### src/rtl/approx_mul8_seq_sched.sv
// Time-multiplexes one 4x4 approximate sub-multiplier to serve two 8x8 requesters (LL, LH, HL, HH passes).
// Optional macro APPROX_MUL_SKIP_ZERO_EN: passes whose nibble operands include a zero are skipped.
module approx_mul8_seq_sched #(
  parameter logic [1:0] MODE_LL = 2'd0,
  parameter logic [1:0] MODE_LH = 2'd0,
  parameter logic [1:0] MODE_HL = 2'd0,
  parameter logic [1:0] MODE_HH = 2'd1
) (
  input  logic        clk,
  input  logic        rst_n,
  input  logic        req0_valid,
  input  logic [7:0]  req0_a,
  input  logic [7:0]  req0_b,
  output logic        req0_ready,
  input  logic        req1_valid,
  input  logic [7:0]  req1_a,
  input  logic [7:0]  req1_b,
  output logic        req1_ready,
  output logic        mul_en,
  output logic [3:0]  mul_a,
  output logic [3:0]  mul_b,
  output logic [1:0]  mul_mode,
  input  logic [7:0]  mul_prod,
  output logic        resp_valid,
  input  logic        resp_ready,
  output logic        resp_id,
  output logic [15:0] resp_prod
);

  typedef enum logic [1:0] {IDLE = 2'd0, RUN = 2'd1, DONE = 2'd2} state_t;

  state_t      state_r, state_s;
  logic [1:0]  pass_r, pass_s;
  logic [7:0]  a_r, a_s, b_r, b_s;
  logic        id_r, id_s;
  logic        last_id_r, last_id_s;
  logic [15:0] acc_r, acc_s;
  logic        grant0_s, grant1_s;
  logic        mul_en_s;
  logic [3:0]  nib_a_s, nib_b_s;
  logic [1:0]  mode_s;
  logic [15:0] term_s;

`ifdef APPROX_MUL_SKIP_ZERO_EN
  // live_r low marks the first RUN cycle, used only to locate the first useful pass
  logic        live_r, live_s;
  logic [2:0]  first_s, next_s;

  function automatic logic [2:0] find_pass(input logic [7:0] a, input logic [7:0] b,
                                           input logic [2:0] start);
    logic [2:0] res;
    logic [1:0] q;
    res = 3'd0;
    for (int p = 3; p >= 0; p--) begin
      q = p[1:0];
      if (({1'b0, q} >= start) && ((q[1] ? a[7:4] : a[3:0]) != 4'd0) &&
          ((q[0] ? b[7:4] : b[3:0]) != 4'd0)) begin
        res = {1'b1, q};
      end else begin
        res = res;
      end
    end
    return res;
  endfunction

  assign first_s  = find_pass(a_r, b_r, 3'd0);
  assign next_s   = find_pass(a_r, b_r, {1'b0, pass_r} + 3'd1);
  assign mul_en_s = (state_r == RUN) && live_r;
`else
  assign mul_en_s = (state_r == RUN);
`endif

  assign req0_ready = grant0_s;
  assign req1_ready = grant1_s;
  assign mul_en     = mul_en_s;
  assign mul_a      = mul_en_s ? nib_a_s : 4'd0;
  assign mul_b      = mul_en_s ? nib_b_s : 4'd0;
  assign mul_mode   = mul_en_s ? mode_s  : 2'd0;
  assign resp_valid = (state_r == DONE);
  assign resp_id    = id_r;
  assign resp_prod  = acc_r;

  // Round-robin grant: on a tie the requester not served last wins
  always_comb begin
    grant0_s = 1'b0;
    grant1_s = 1'b0;
    if (state_r == IDLE) begin
      if (req0_valid && req1_valid) begin
        grant0_s = last_id_r;
        grant1_s = ~last_id_r;
      end else begin
        grant0_s = req0_valid;
        grant1_s = req1_valid;
      end
    end else begin
      grant0_s = 1'b0;
      grant1_s = 1'b0;
    end
  end

  // Per-pass nibble select, mode and shifted partial product
  always_comb begin
    nib_a_s = pass_r[1] ? a_r[7:4] : a_r[3:0];
    nib_b_s = pass_r[0] ? b_r[7:4] : b_r[3:0];
    mode_s  = MODE_LL;
    term_s  = 16'd0;
    case (pass_r)
      2'd0:    begin mode_s = MODE_LL; term_s = {8'd0, mul_prod};       end
      2'd1:    begin mode_s = MODE_LH; term_s = {4'd0, mul_prod, 4'd0}; end
      2'd2:    begin mode_s = MODE_HL; term_s = {4'd0, mul_prod, 4'd0}; end
      default: begin mode_s = MODE_HH; term_s = {mul_prod, 8'd0};       end
    endcase
  end

  // Next-state and datapath update
  always_comb begin
    state_s   = state_r;
    pass_s    = pass_r;
    a_s       = a_r;
    b_s       = b_r;
    id_s      = id_r;
    last_id_s = last_id_r;
    acc_s     = acc_r;
`ifdef APPROX_MUL_SKIP_ZERO_EN
    live_s    = live_r;
`endif
    case (state_r)
      IDLE: begin
        if (grant0_s || grant1_s) begin
          a_s     = grant1_s ? req1_a : req0_a;
          b_s     = grant1_s ? req1_b : req0_b;
          id_s    = grant1_s;
          acc_s   = 16'd0;
          pass_s  = 2'd0;
          state_s = RUN;
`ifdef APPROX_MUL_SKIP_ZERO_EN
          live_s  = 1'b0;
`endif
        end else begin
          state_s = IDLE;
        end
      end
      RUN: begin
`ifdef APPROX_MUL_SKIP_ZERO_EN
        if (live_r) begin
          acc_s = acc_r + term_s;
          if (next_s[2]) begin
            pass_s = next_s[1:0];
          end else begin
            live_s  = 1'b0;
            state_s = DONE;
          end
        end else begin
          if (first_s[2]) begin
            pass_s = first_s[1:0];
            live_s = 1'b1;
          end else begin
            state_s = DONE;
          end
        end
`else
        acc_s = acc_r + term_s;
        if (pass_r == 2'd3) begin
          state_s = DONE;
        end else begin
          pass_s = pass_r + 2'd1;
        end
`endif
      end
      DONE: begin
        if (resp_ready) begin
          last_id_s = id_r;
          state_s   = IDLE;
        end else begin
          state_s = DONE;
        end
      end
      default: state_s = IDLE;
    endcase
  end

  // State and datapath registers; last_id resets to 1 so req0 wins the first tie
  always_ff @(posedge clk or negedge rst_n) begin
    if (!rst_n) begin
      state_r   <= IDLE;
      pass_r    <= 2'd0;
      a_r       <= 8'd0;
      b_r       <= 8'd0;
      id_r      <= 1'b0;
      last_id_r <= 1'b1;
      acc_r     <= 16'd0;
`ifdef APPROX_MUL_SKIP_ZERO_EN
      live_r    <= 1'b0;
`endif
    end else begin
      state_r   <= state_s;
      pass_r    <= pass_s;
      a_r       <= a_s;
      b_r       <= b_s;
      id_r      <= id_s;
      last_id_r <= last_id_s;
      acc_r     <= acc_s;
`ifdef APPROX_MUL_SKIP_ZERO_EN
      live_r    <= live_s;
`endif
    end
  end

endmodule

### config.mk
export PLATFORM = sky130hd
export DESIGN_NAME = approx_mul8_seq_sched
export DESIGN_NICKNAME = d
export VERILOG_FILES = /design/src/rtl/approx_mul8_seq_sched.sv
export SDC_FILE = /design/constraint.sdc
export NUM_CORES = 1
export LEC_CHECK = 0
export CAP_MARGIN = 20
export CORE_ASPECT_RATIO = 1.1
export CORE_UTILIZATION = 43
export CTS_CLUSTER_SIZE = 30
export DETAILED_ROUTE_END_ITERATION = 10
export PLACE_DENSITY = 0.77
export REMOVE_ABC_BUFFERS = 1
export SYNTH_ARGS = -nofsm -noshare
export SYNTH_HDL_FRONTEND = slang
export SYNTH_SLANG_ARGS = --single-unit
### constraint.sdc
create_clock -name clk -period 3.32 [get_ports clk]
set_clock_uncertainty 0.05 [all_clocks]
set_input_delay 0.332 -clock clk [delete_from_list [all_inputs] [get_ports clk]]
set_output_delay 0.332 -clock clk [all_outputs]
set_load 0.05 [all_outputs]
After elaboration in Yosys (flattened, before gate mapping)
Index checks and enable logic that the tools add are counted.
Widths: inputs -> output; s select.
{ "totals": {"output_inout_bits": 31, "ff_bits": 38, "wordCells": 51, "input_bits": 45} }
{ "op_classes": {"add_sub_neg": 2, "n_mux": 22, "n_bitwise": 1, "n_eq_ne": 8, "reduce_logical": 11} }
{ "op_table": {"columns": ["op", "n"], "rows": [
  ["$pmux 16 s2", 2],
  ["$add 16x16->16", 1],
  ["$mux 16", 1],
  ["$mux 4", 4],
  ["$mux 8", 2],
  ["$mux 2", 5],
  ["$eq 2x2->1 const B", 3],
  ["$mux 1", 6],
  ["$pmux 2 s3", 1],
  ["$reduce_and 2->1", 3],
  ["$eq 2x1->1 const B", 2],
  ["$logic_not 2->1", 2],
  ["$ne 2x1->1 const B", 2],
  ["$pmux 2 s2", 1],
  ["$reduce_and 3->1", 1],
  ["$reduce_or 3->1", 1],
  ["$add 2x1->2 const B", 1],
  ["$ne 2x2->1 const B", 1],
  ["$reduce_bool 2->1", 1],
  ["$reduce_or 2->1", 1],
  ["$logic_and 1x1->1", 1],
  ["$logic_or 1x1->1", 1],
  ["$not 1->1", 1]
]} }

Logic depth before layout (Yosys ltp)
Gate-level depths: netlist of run 1.
{ "logic_depth": {"ltp_word": 6, "depth_mapped": 14, "ltp_nobuf": 13} }

Least setup slack after synthesis of run 1
Ideal clock, no wire load.
{ "synth_path": {"kind": "reg-to-reg", "startpoint": "register pass_r[0]", "endpoint": "register acc_r[15] (netlist: resp_prod[15])", "t_required_ns": 3.200, "synth_period_minus_slack_ns": 3.432, "stages_incl_launch_ff": 14, "setup_time_ns": 0.070, "t_arrival_ns": 3.312, "setup_slack_ns": -0.112, "path_cell_list": "dfrtp_1 clkbuf_1 inv_1 ha_1 buf_1 nand2_1 o21ai_0 ha_1 a21o_1 a221o_1 and4_4 o311a_1 or4_1 nand3_1"} }
{ "synth_between": {"elab_chain_len": 5} }
{ "synth_rtl": {"columns": ["item", "line_no", "text"], "rows": [
  ["from (decl)", "33", "logic [1:0] pass_r, pass_s;"],
  ["from (signal assigned)", "197", "pass_r <= pass_s;"],
  ["$eq 2x2->1 / $eq 2x1->1 (equally long branches)", "107", "case (pass_r)"],
  ["$reduce_or 2->1 (no source line)", null, null],
  ["$pmux 16 s2 *", "107", null],
  ["$add 16x16->16 *", "162", "acc_s = acc_r + term_s;"],
  ["$pmux 16 s2 *", "127", "case (state_r)"],
  ["to (signal assigned)", "202", "acc_r <= acc_s;"],
  ["to (decl)", "37", "logic [15:0] acc_r, acc_s;"]
]} }
Every way passes the cells marked *; elsewhere a longest branch is shown, timed or not.
A chain may end at the register's enable or synchronous reset.

Worst setup path in the final report of run 1
Same ends and word-level chain as after synthesis.

==> flow_metrics.py, run 1 <==
metrics = {
    "status": {
        "outcome": "completed",
    },
    "sta": {
        "setup_ws_ns": 0.188,
        "finalSetupViolations": 0,
        "worst_pin_slew_ns": 0.847,
        "hold_violations": 0,
        "relSlewSlack_pct": 43.6,
        "fin_crit_sh_pct": 94.3,
        "rsz0062_at_grt": "false",
        "fmax_mhz": 319,
        "fin_setup_tns_ns": 0,
        "finalMaxSlewViolations": 0,
        "min_period_ns": 3.13,
    },
    "synthesis": {
        "synthFlopType": "dfrtp_1",
        "synth_seq_cells": 38,
        "synthDistinctLibCells": 45,
        "synth_area_sq_mm": 0.00257,
        "syn-instance-count": 312,
        "synth_edf_count": 0,
        "synth.avg_cell_area_sq_um": 8.25,
        "ys_seq_area_share_pct": 37.0,
        "ys_warn_count": 0,
        "async_reset_ff_share_pct": 100,
    },
    "grt": {
        "grt.total_usage_pct": 23.1,
        "grt_pass1_wl_um": 11200,
        "grt_max_degree": 39,
        "grt-ovfl-total": 0,
        "antenna_found_initial": 0,
        "grt_pass1_vias": 2564,
    },
    "critical_path": {
        "reg2reg_from": "pass_r[0]",
        "cp.arrival_ns": 3.31,
        "endpoint_kind": "flop",
        "critical_path_required_ns": 3.50,
        "crit_path_start_kind": "flop",
        "critical_path_class": "reg2reg",
        "path_max_fanout": 15,
        "critPathLaunch": "pass_r[0]",
    },
    "detailed_routing": {
        "vias_per_cell": 5.38,
        "ant_nets": 0,
        "drt_first_iter_violations": 146,
        "drc_errors": 0,
        "vias": 2520,
        "drtPass1Iterations": 4,
        "wirelength_um": 6620,
        "detail_route.wl_per_cell_um": 14.1,
    },
    "run": {
        "max_cap_violations": 0,
    },
    "clocking": {
        "cts_resized": 0,
        "cts_tree": "yes",
        "clk_pin_slew_ns": 0.08,
        "cts_buffers": 5,
        "clock-sinks": 38,
        "post-cts-setup-buffer-count": 0,
        "cts_root_buf": "clkbuf_8",
        "clkLatencyLatePin_ns": 0.29,
        "cts.path.max_buffers": 2,
        "cts_hold_buf": 0,
        "htreeDepth": 2,
    },
    "placement": {
        "gp_congestion": 0.898,
        "hpwl_um": 5060,
        "place_ws_ns": 0.118,
        "port_buffers": 74,
        "place_inst": 460,
    },
    "min_path": {
        "hp-class": "in2async",
    },
    "floorplan": {
        "pin_count": 76,
        "die_y_um": 83.2,
        "die-width_um": 75.8,
        "core_sq_mm": 0.00577,
        "row_count": 29,
        "floorplan.initialDensity_pct": 44.6,
        "die-area_sq_mm": 0.00630,
    },
    "final_layout": {
        "synthToLayoutAreaGrowth_pct": 38.2,
        "insertedDiodeCount": 0,
        "drive_gt1_share_pct": 7.42,
        "postLayoutCoreUtil_pct": 61.7,
        "final_nets": 454,
        "stdcell_count": 468,
        "multiInputGateArea_sq_mm": 0.00153,
        "num-fill-cells": 519,
        "register_area_sq_um": 952,
    },
    "power_and_ir_drop": {
        "p_per_area_mw_per_mm2": 1200,
        "p_total_mw": 4.26,
        "ir_drop_v": 0.000679,
        "p_leak_nw": 1.65,
    },
}
path summary, 6_finish.rpt:
kind / slack [ns] / to / depth (start not counted)
max: 0.19 / resp_prod[15] / 10
min: 0.08 / resp_prod[1] / 1
max reg2reg: 0.19 / resp_prod[15] / 10
min reg2reg: 0.47 / resp_id / 2
max in group asynchronous: 2.59 / resp_prod[15] / 1
min in group clk: 0.47 / resp_id / 2
sequential cells by signal (all words and copies together) (netlist names):
| signal | cells |
|---|---|
| a_r | 8 |
| b_r | 8 |
| last_id_r | 1 |
| pass_r | 2 |
| resp_id | 1 |
| resp_prod | 16 |
| state_r | 2 |
cells in the mapped netlist (2+ instances only):
cell type	n	area share, %
o211ai_1	2	0.58
a2111oi_0	2	0.68
a31oi_1	17	4.1
nand3_1	7	1.4
a22oi_1	4	1.2
xnor2_1	5	1.7
mux2i_1	8	3.1
and2_1	7	1.7
nor3_1	3	0.58
or3_1	3	0.73
xor2_1	2	0.68
inv_1	11	1.6
nor2_1	30	4.4
or2_2	2	0.49
a22o_1	2	0.68
a32o_1	5	1.9
mux2_2	2	0.87
clkinv_1	2	0.29
nor2b_1	2	0.49
dfrtp_1	37	36
a21oi_1	7	1.4
nand2_1	66	9.6
clkbuf_1	13	1.9
ha_1	18	8.7
a21o_1	8	2.3
nand2b_1	8	1.9
a211o_1	2	0.68
o21ai_0	20	3.9
area by class of cell:
class	instances	area share, %
Clock buffer	5	1.93
Inverter	13	1.37
Sequential cell	38	26.8
Multi-Input combinational cell	246	42.9
Tap cell	77	2.71
Clock inverter	3	1.13
Timing Repair Buffer	86	23.2
per-layer routing:
metal | track usage (%) | up-vias | wire (um)
li1 | - | 1245 | -
met1 | 28.2 | 1170 | 2740
met2 | 40.0 | 92 | 3320
met3 | 4.73 | 13 | 443
met4 | 6.73 | 0 | 116
met5 | 0 | - | 0
worst max-delay path, stage by stage (launching register included):
cell     delay (ns)
dfrtp_1        0.40
ha_1           0.27
buf_4          0.21
o21ai_0        0.20
ha_1           0.31
and3_1         0.22
a221o_1        0.31
and4_4         0.20
o311a_1        0.36
or4_1          0.46
nand3_1        0.09
cell families after synthesis:
group,synth area share [%]
simple gates,22.6
fa+ha+maj,9.52
other cells,0.146
buf+inv,4.23
compound gates,20.2
mux,3.98
flops,37.0
xor+xnor,2.38
stage by stage:
stage | instance area [sq um] | hold WS (ns)
CTS | 3550 | 0.130
floorplan | 2510 | -0.0136
finish | 3560 | 0.0848
detailed placement | 3440 | 0.450
global route | 3560 | 0.159
global placement | 3440 | 0.435
placed cells by master, fill, tap and decap left out, types with 3 or more instances in the layout:
cell             instances
and2_1                   7
clkbuf_8                 5
buf_4                   12
inv_1                   11
xnor2_1                  5
nand2_1                 66
a22oi_1                  4
a31oi_1                 17
nand3_1                  7
ha_1                    17
mux2i_1                  8
dfrtp_1                 37
o21ai_0                 20
nand2b_1                 8
a21o_1                   8
or3_1                    3
nor3_1                   3
a21oi_1                  7
clkdlybuf4s50_1         73
nor2_1                  30
a32o_1                   5
power breakdown:
part / total [mW] / switching (mW) / leakage [nW] / internal [mW]
Sequential: 0.859 / 0.155 / 0.456 / 0.704
Clock: 0.395 / 0.174 / 0.0579 / 0.221
Combinational: 3.01 / 1.81 / 1.14 / 1.19
Total: 4.26 / 2.14 / 1.65 / 2.12
Power figures use the tool's default switching activity.
==> run 2, diff against run 1 <==
--- a/config.mk
+++ b/config.mk
@@ -7,10 +7,10 @@
 export LEC_CHECK = 0
 export CAP_MARGIN = 20
 export CORE_ASPECT_RATIO = 1.1
-export CORE_UTILIZATION = 43
+export CORE_UTILIZATION = 51
 export CTS_CLUSTER_SIZE = 30
 export DETAILED_ROUTE_END_ITERATION = 10
-export PLACE_DENSITY = 0.77
+export PLACE_DENSITY = 0.85
 export REMOVE_ABC_BUFFERS = 1
 export SYNTH_ARGS = -nofsm -noshare
 export SYNTH_HDL_FRONTEND = slang
==> constraint.sdc (replaced) <==
create_clock -name clk -period 3.86 [get_ports clk]
set_clock_uncertainty 0.05 [all_clocks]
set_input_delay 0.386 -clock clk [delete_from_list [all_inputs] [get_ports clk]]
set_output_delay 0.386 -clock clk [all_outputs]
set_load 0.05 [all_outputs]
==> run 2 against run 1 <==
- first-iteration DRC count increased by 66%
- combinational power decreased by 18%
- cell count decreased by 6.2%
- global-route usage increased by 3.0 points
- critical path type unchanged
- setup slack improved by 0.046 ns
- register-to-register slack improved by 0.05 ns
- via count decreased by 0.40%
- routed wire length increased by 0.94%
- non-clock buffer count decreased by 8
==> flow_metrics.py, run 2 (same netlist as run 1, synthesis figures left out) <==
metrics = {
    "status": {
        "outcome": "completed",
    },
    "final_layout": {
        "final_nets": 446,
        "final_common_cell": "clkdlybuf4s50_1",
        "insertedDiodeCount": 0,
        "synthToLayoutAreaGrowth_pct": 35.7,
        "final_cell_mix": "73 x clkdlybuf4s50_1, 66 x nand2_1, 37 x dfrtp_1",
        "num-fill-cells": 394,
        "drive_gt1_share_pct": 5.22,
        "largest_register_ffs": 16,
        "multiInputGateArea_sq_mm": 0.00151,
        "register_area_sq_um": 952,
    },
    "critical_path": {
        "crit_path_start_kind": "flop",
        "crit_family": "compound AO/OA/AOI/OAI gates",
        "cp_slowest_cell": "ha_1",
        "critical_path_required_ns": 4.04,
        "crit_chain": "ha_1 -> nor2b_1 -> nand2_1 -> inv_1 -> ha_1 -> a211o_1 -> o211ai_1 -> a211oi_1 -> o311a_1 -> or4_1 -> nand3_1",
        "critical_path_class": "reg2reg",
        "path_common_cell": "ha_1",
        "max_stage_delay_ns": 0.65,
        "cp.arrival_ns": 3.81,
        "endpoint_kind": "flop",
        "path_buf_inv": 1,
        "path_max_fanout": 20,
        "reg2reg_slack_ns": 0.23,
    },
    "floorplan": {
        "pin_count": 76,
        "floorplan.initialDensity_pct": 54.2,
        "die_y_um": 76.5,
        "core_sq_mm": 0.00475,
        "die-area_sq_mm": 0.00534,
        "row_count": 26,
        "die-width_um": 69.8,
    },
    "detailed_routing": {
        "drt_first_iter_violations": 242,
        "wirelength_um": 6680,
        "drtPass1Iterations": 4,
        "vias_per_cell": 5.72,
        "vias": 2510,
        "detail_route.wl_per_cell_um": 15.2,
        "ant_nets": 0,
        "drc_errors": 0,
    },
    "clocking": {
        "cts_buffers": 5,
        "clkLatencyLatePin_ns": 0.29,
        "cts_hold_buf": 0,
        "clock-sinks": 38,
        "post-cts-setup-buffer-count": 0,
        "htreeDepth": 2,
        "cts_resized": 0,
        "cts_root_buf": "clkbuf_8",
        "clk_pin_slew_ns": 0.08,
        "cts.path.max_buffers": 2,
        "cts_tree": "yes",
    },
    "run": {
        "max_cap_violations": 0,
    },
    "placement": {
        "port_buffers": 74,
        "gp_congestion": 0.972,
        "hpwl_um": 4940,
    },
    "power_and_ir_drop": {
        "p_per_area_mw_per_mm2": 1050,
        "ir_drop_v": 0.000612,
        "p_leak_nw": 1.62,
    },
    "sta": {
        "worst_pin_slew_ns": 0.866,
        "min_period_ns": 3.63,
        "relSlewSlack_pct": 42.3,
        "fmax_mhz": 276,
        "hold_violations": 0,
        "finalMaxSlewViolations": 0,
        "finalSetupViolations": 0,
        "holdWs_ns": 0.151,
        "fin_crit_sh_pct": 93.9,
        "rsz0062_at_grt": "false",
        "fin_setup_tns_ns": 0,
    },
    "grt": {
        "grt.total_usage_pct": 26.2,
        "grt_pass1_vias": 2406,
        "antenna_found_initial": 0,
        "grt-ovfl-total": 0,
        "grt_max_degree": 39,
        "grt_pass1_wl_um": 11200,
    },
    "min_path": {
        "hp-class": "in2async",
    },
}
run 2: cell types whose count changed in the layout (fill, tap and decap cells not counted):
cell       change
a21boi_0       +1
clkbuf_8       +1
ha_4           -1
clkinv_2       -2
buf_4          -8
bufinv_16      +1
ha_1           +1
a21boi_1       -1
run 2: final timing paths:
path                            startpoint       endpoint  cells after the start
worst max-delay path             pass_r[0]  resp_prod[15]                     11
worst min-delay path                 rst_n   resp_prod[3]                      1
worst max register to register   pass_r[0]  resp_prod[15]                     11
worst min register to register  state_r[1]     state_r[1]                      1
max in group asynchronous            rst_n         b_r[0]                      1
min in group clk                state_r[1]     state_r[1]                      1
run 2: area by class of cell:
type	count	area share (%)
repair buffers	78	21.9
flip-flops and latches	38	27.3
clock buffers	6	2.36
well taps	56	2.01
inverters	13	1.40
multi-input cells	246	43.3
clock inverters	2	1.72
run 2: per-stage QoR:
stage	setup slack (ns)	utilization [%]	cell area (sq um)	instances	power (mW)
finish	0.234	73.6	3490	439	3.67
CTS	0.235	73.6	3490	439	3.68
global placement	0.393	70.5	3350	431	3.19
global route	0.0341	73.6	3490	439	3.94
floorplan	0.675	-	2510	297	2.50
detailed placement	0.293	70.5	3350	431	3.24
run 2: layer usage:
layer,global-route usage (%),up-vias,wire length [um]
met5,0,-,0
met4,8.40,0,44
met3,4.50,4,400
met2,46.3,107,3410
met1,32.2,1169,2830
li1,-,1230,-
run 2: power by group:
part | switching (mW) | internal, mW | leakage (nW) | total, mW
Sequential | 0.160 | 0.605 | 0.456 | 0.766
Combinational | 1.52 | 0.959 | 1.10 | 2.48
Clock | 0.149 | 0.276 | 0.0714 | 0.425
Total | 1.83 | 1.84 | 1.62 | 3.67
==> run 3, diff against run 2 <==
--- a/config.mk
+++ b/config.mk
@@ -7,11 +7,13 @@
 export LEC_CHECK = 0
 export CAP_MARGIN = 20
 export CORE_ASPECT_RATIO = 1.1
+export CORE_MARGIN = 1.5
 export CORE_UTILIZATION = 51
 export CTS_CLUSTER_SIZE = 30
 export DETAILED_ROUTE_END_ITERATION = 10
 export PLACE_DENSITY = 0.85
 export REMOVE_ABC_BUFFERS = 1
+export SKIP_CTS_REPAIR_TIMING = 1
 export SYNTH_ARGS = -nofsm -noshare
 export SYNTH_HDL_FRONTEND = slang
 export SYNTH_SLANG_ARGS = --single-unit
==> run 3 against run 2 <==
- fmax increased by 0.10%
- highest routed layer unchanged
- clock-buffer cell count increased by 1
- critical path type unchanged
- largest cell class unchanged
- critical path depth unchanged
==> flow_metrics.py, run 3 (same netlist as run 1, synthesis figures left out) <==
metrics = {
    "power_and_ir_drop": {
        "p_leak_nw": 1.60,
        "ir_drop_v": 0.000569,
        "p_total_mw": 3.50,
        "p_per_area_mw_per_mm2": 1020,
    },
    "min_path": {
        "hp-class": "in2async",
    },
    "floorplan": {
        "core_sq_mm": 0.00475,
        "floorplan.initialDensity_pct": 54.2,
        "die-area_sq_mm": 0.00548,
        "row_count": 26,
        "pin_count": 76,
        "die_y_um": 77.5,
        "die-width_um": 70.8,
    },
    "clocking": {
        "clock-sinks": 38,
        "cts_root_buf": "clkbuf_8",
        "clkLatencyLatePin_ns": 0.29,
        "htreeDepth": 2,
        "cts.path.max_buffers": 2,
        "clk_pin_slew_ns": 0.08,
        "cts_tree": "yes",
        "cts_buffers": 5,
    },
    "critical_path": {
        "critPathLaunch": "pass_r[0]",
        "critical_path_class": "reg2reg",
        "r2r_cells": 11,
        "crit_family": "compound AO/OA/AOI/OAI gates",
        "path_common_cell": "ha_1",
        "endpoint_kind": "flop",
        "cp.depth": 11,
        "path_buf_inv": 1,
        "path_max_fanout": 20,
        "cp.arrival_ns": 3.80,
        "r2r_end": "resp_prod[15]",
        "reg2reg_slack_ns": 0.24,
        "critical_path_required_ns": 4.03,
        "max_stage_delay_ns": 0.62,
        "reg2reg_from": "pass_r[0]",
        "cp_slowest_cell": "ha_1",
        "crit_chain": "ha_1 -> nor2b_1 -> nand2_1 -> inv_1 -> ha_1 -> a211o_1 -> o211ai_1 -> a211oi_1 -> o311a_1 -> or4_1 -> nand3_1",
        "crit_path_start_kind": "flop",
        "endpoint": "resp_prod[15]",
    },
    "detailed_routing": {
        "vias": 2468,
        "detail_route.wl_per_cell_um": 14.6,
        "vias_per_cell": 5.62,
        "ant_nets": 0,
        "drt_first_iter_violations": 149,
        "wirelength_um": 6420,
        "drtPass1Iterations": 4,
        "drc_errors": 0,
    },
    "sta": {
        "fin_crit_sh_pct": 93.8,
        "rsz0062_at_grt": "false",
        "min_period_ns": 3.62,
        "hold_violations": 0,
        "holdWs_ns": 0.139,
        "relSlewSlack_pct": 41.6,
        "worst_pin_slew_ns": 0.854,
        "finalMaxSlewViolations": 0,
        "finalSetupViolations": 0,
        "fin_setup_tns_ns": 0,
        "fmax_mhz": 276,
    },
    "final_layout": {
        "insertedDiodeCount": 0,
        "largest_register_ffs": 16,
        "final_common_cell": "clkdlybuf4s50_1",
        "final_nets": 446,
        "final_cell_mix": "73 x clkdlybuf4s50_1, 66 x nand2_1, 37 x dfrtp_1",
        "drive_gt1_share_pct": 4.96,
        "synthToLayoutAreaGrowth_pct": 33.7,
        "stdcell_count": 439,
    },
    "grt": {
        "grt_pass1_wl_um": 11000,
        "grt.total_usage_pct": 24.9,
        "grt_pass1_vias": 2481,
        "antenna_found_initial": 0,
        "grt_max_degree": 39,
        "grt-ovfl-total": 0,
    },
    "placement": {
        "hpwl_um": 4910,
        "port_buffers": 74,
        "gp_congestion": 0.979,
        "place_inst": 431,
    },
    "status": {
        "outcome": "completed",
    },
    "run": {
        "max_cap_violations": 0,
    },
}
## run 3: through the flow
step	cell area [sq um]	utilization [%]	setup WS [ns]
after global placement	3350	70.5	0.412
after CTS	3440	72.5	0.268
after global routing	3440	72.5	0.0400
final	3440	72.5	0.237
after detailed placement	3350	70.5	0.277
after floorplan	2510	-	0.675
## run 3: final cells by class
| class | instances | area [sq um] |
|---|---|---|
| Multi-Input combinational cell | 246 | 1510 |
| Sequential cell | 38 | 952 |
| Tap cell | 56 | 70.1 |
| Fill cell | 383 | 1310 |
| Timing Repair Buffer | 78 | 766 |
| Clock buffer | 7 | 86.3 |
| Inverter | 13 | 48.8 |
| Clock inverter | 1 | 5.00 |
## run 3: worst min-delay path by stage
stage	end	start	depth (start not counted)	slack (ns)
after CTS	resp_prod[5]	rst_n	1	0.17
final	resp_prod[5]	rst_n	1	0.14
after floorplan	a_r[0]	rst_n	0	0.04
after global routing	resp_prod[5]	rst_n	1	0.20
after global placement	resp_id	resp_id	2	0.44
after detailed placement	resp_id	resp_id	2	0.45
## run 3: worst register-to-register path: stages, from the launching register on
cell and delay, ns:
dfrtp_1 0.57, ha_1 0.63, nor2b_1 0.17, nand2_1 0.16
inv_1 0.06, ha_1 0.28, a211o_1 0.29, o211ai_1 0.20
a211oi_1 0.20, o311a_1 0.38, or4_1 0.48, nand3_1 0.10
## run 3: where the power goes
group          switching [mW]  total (mW)  internal [mW]
clock network           0.145       0.289          0.144
registers               0.159       0.764          0.605
logic                    1.49        2.44          0.950
total                    1.80        3.50           1.70
## run 3: layer usage
layer	vias up	global-route usage [%]	part of all wire, %
li1	1232	-	-
met1	1141	28.5	42
met2	82	44.9	50
met3	13	5.71	5.6
met4	0	8.87	2.1
met5	-	0	0
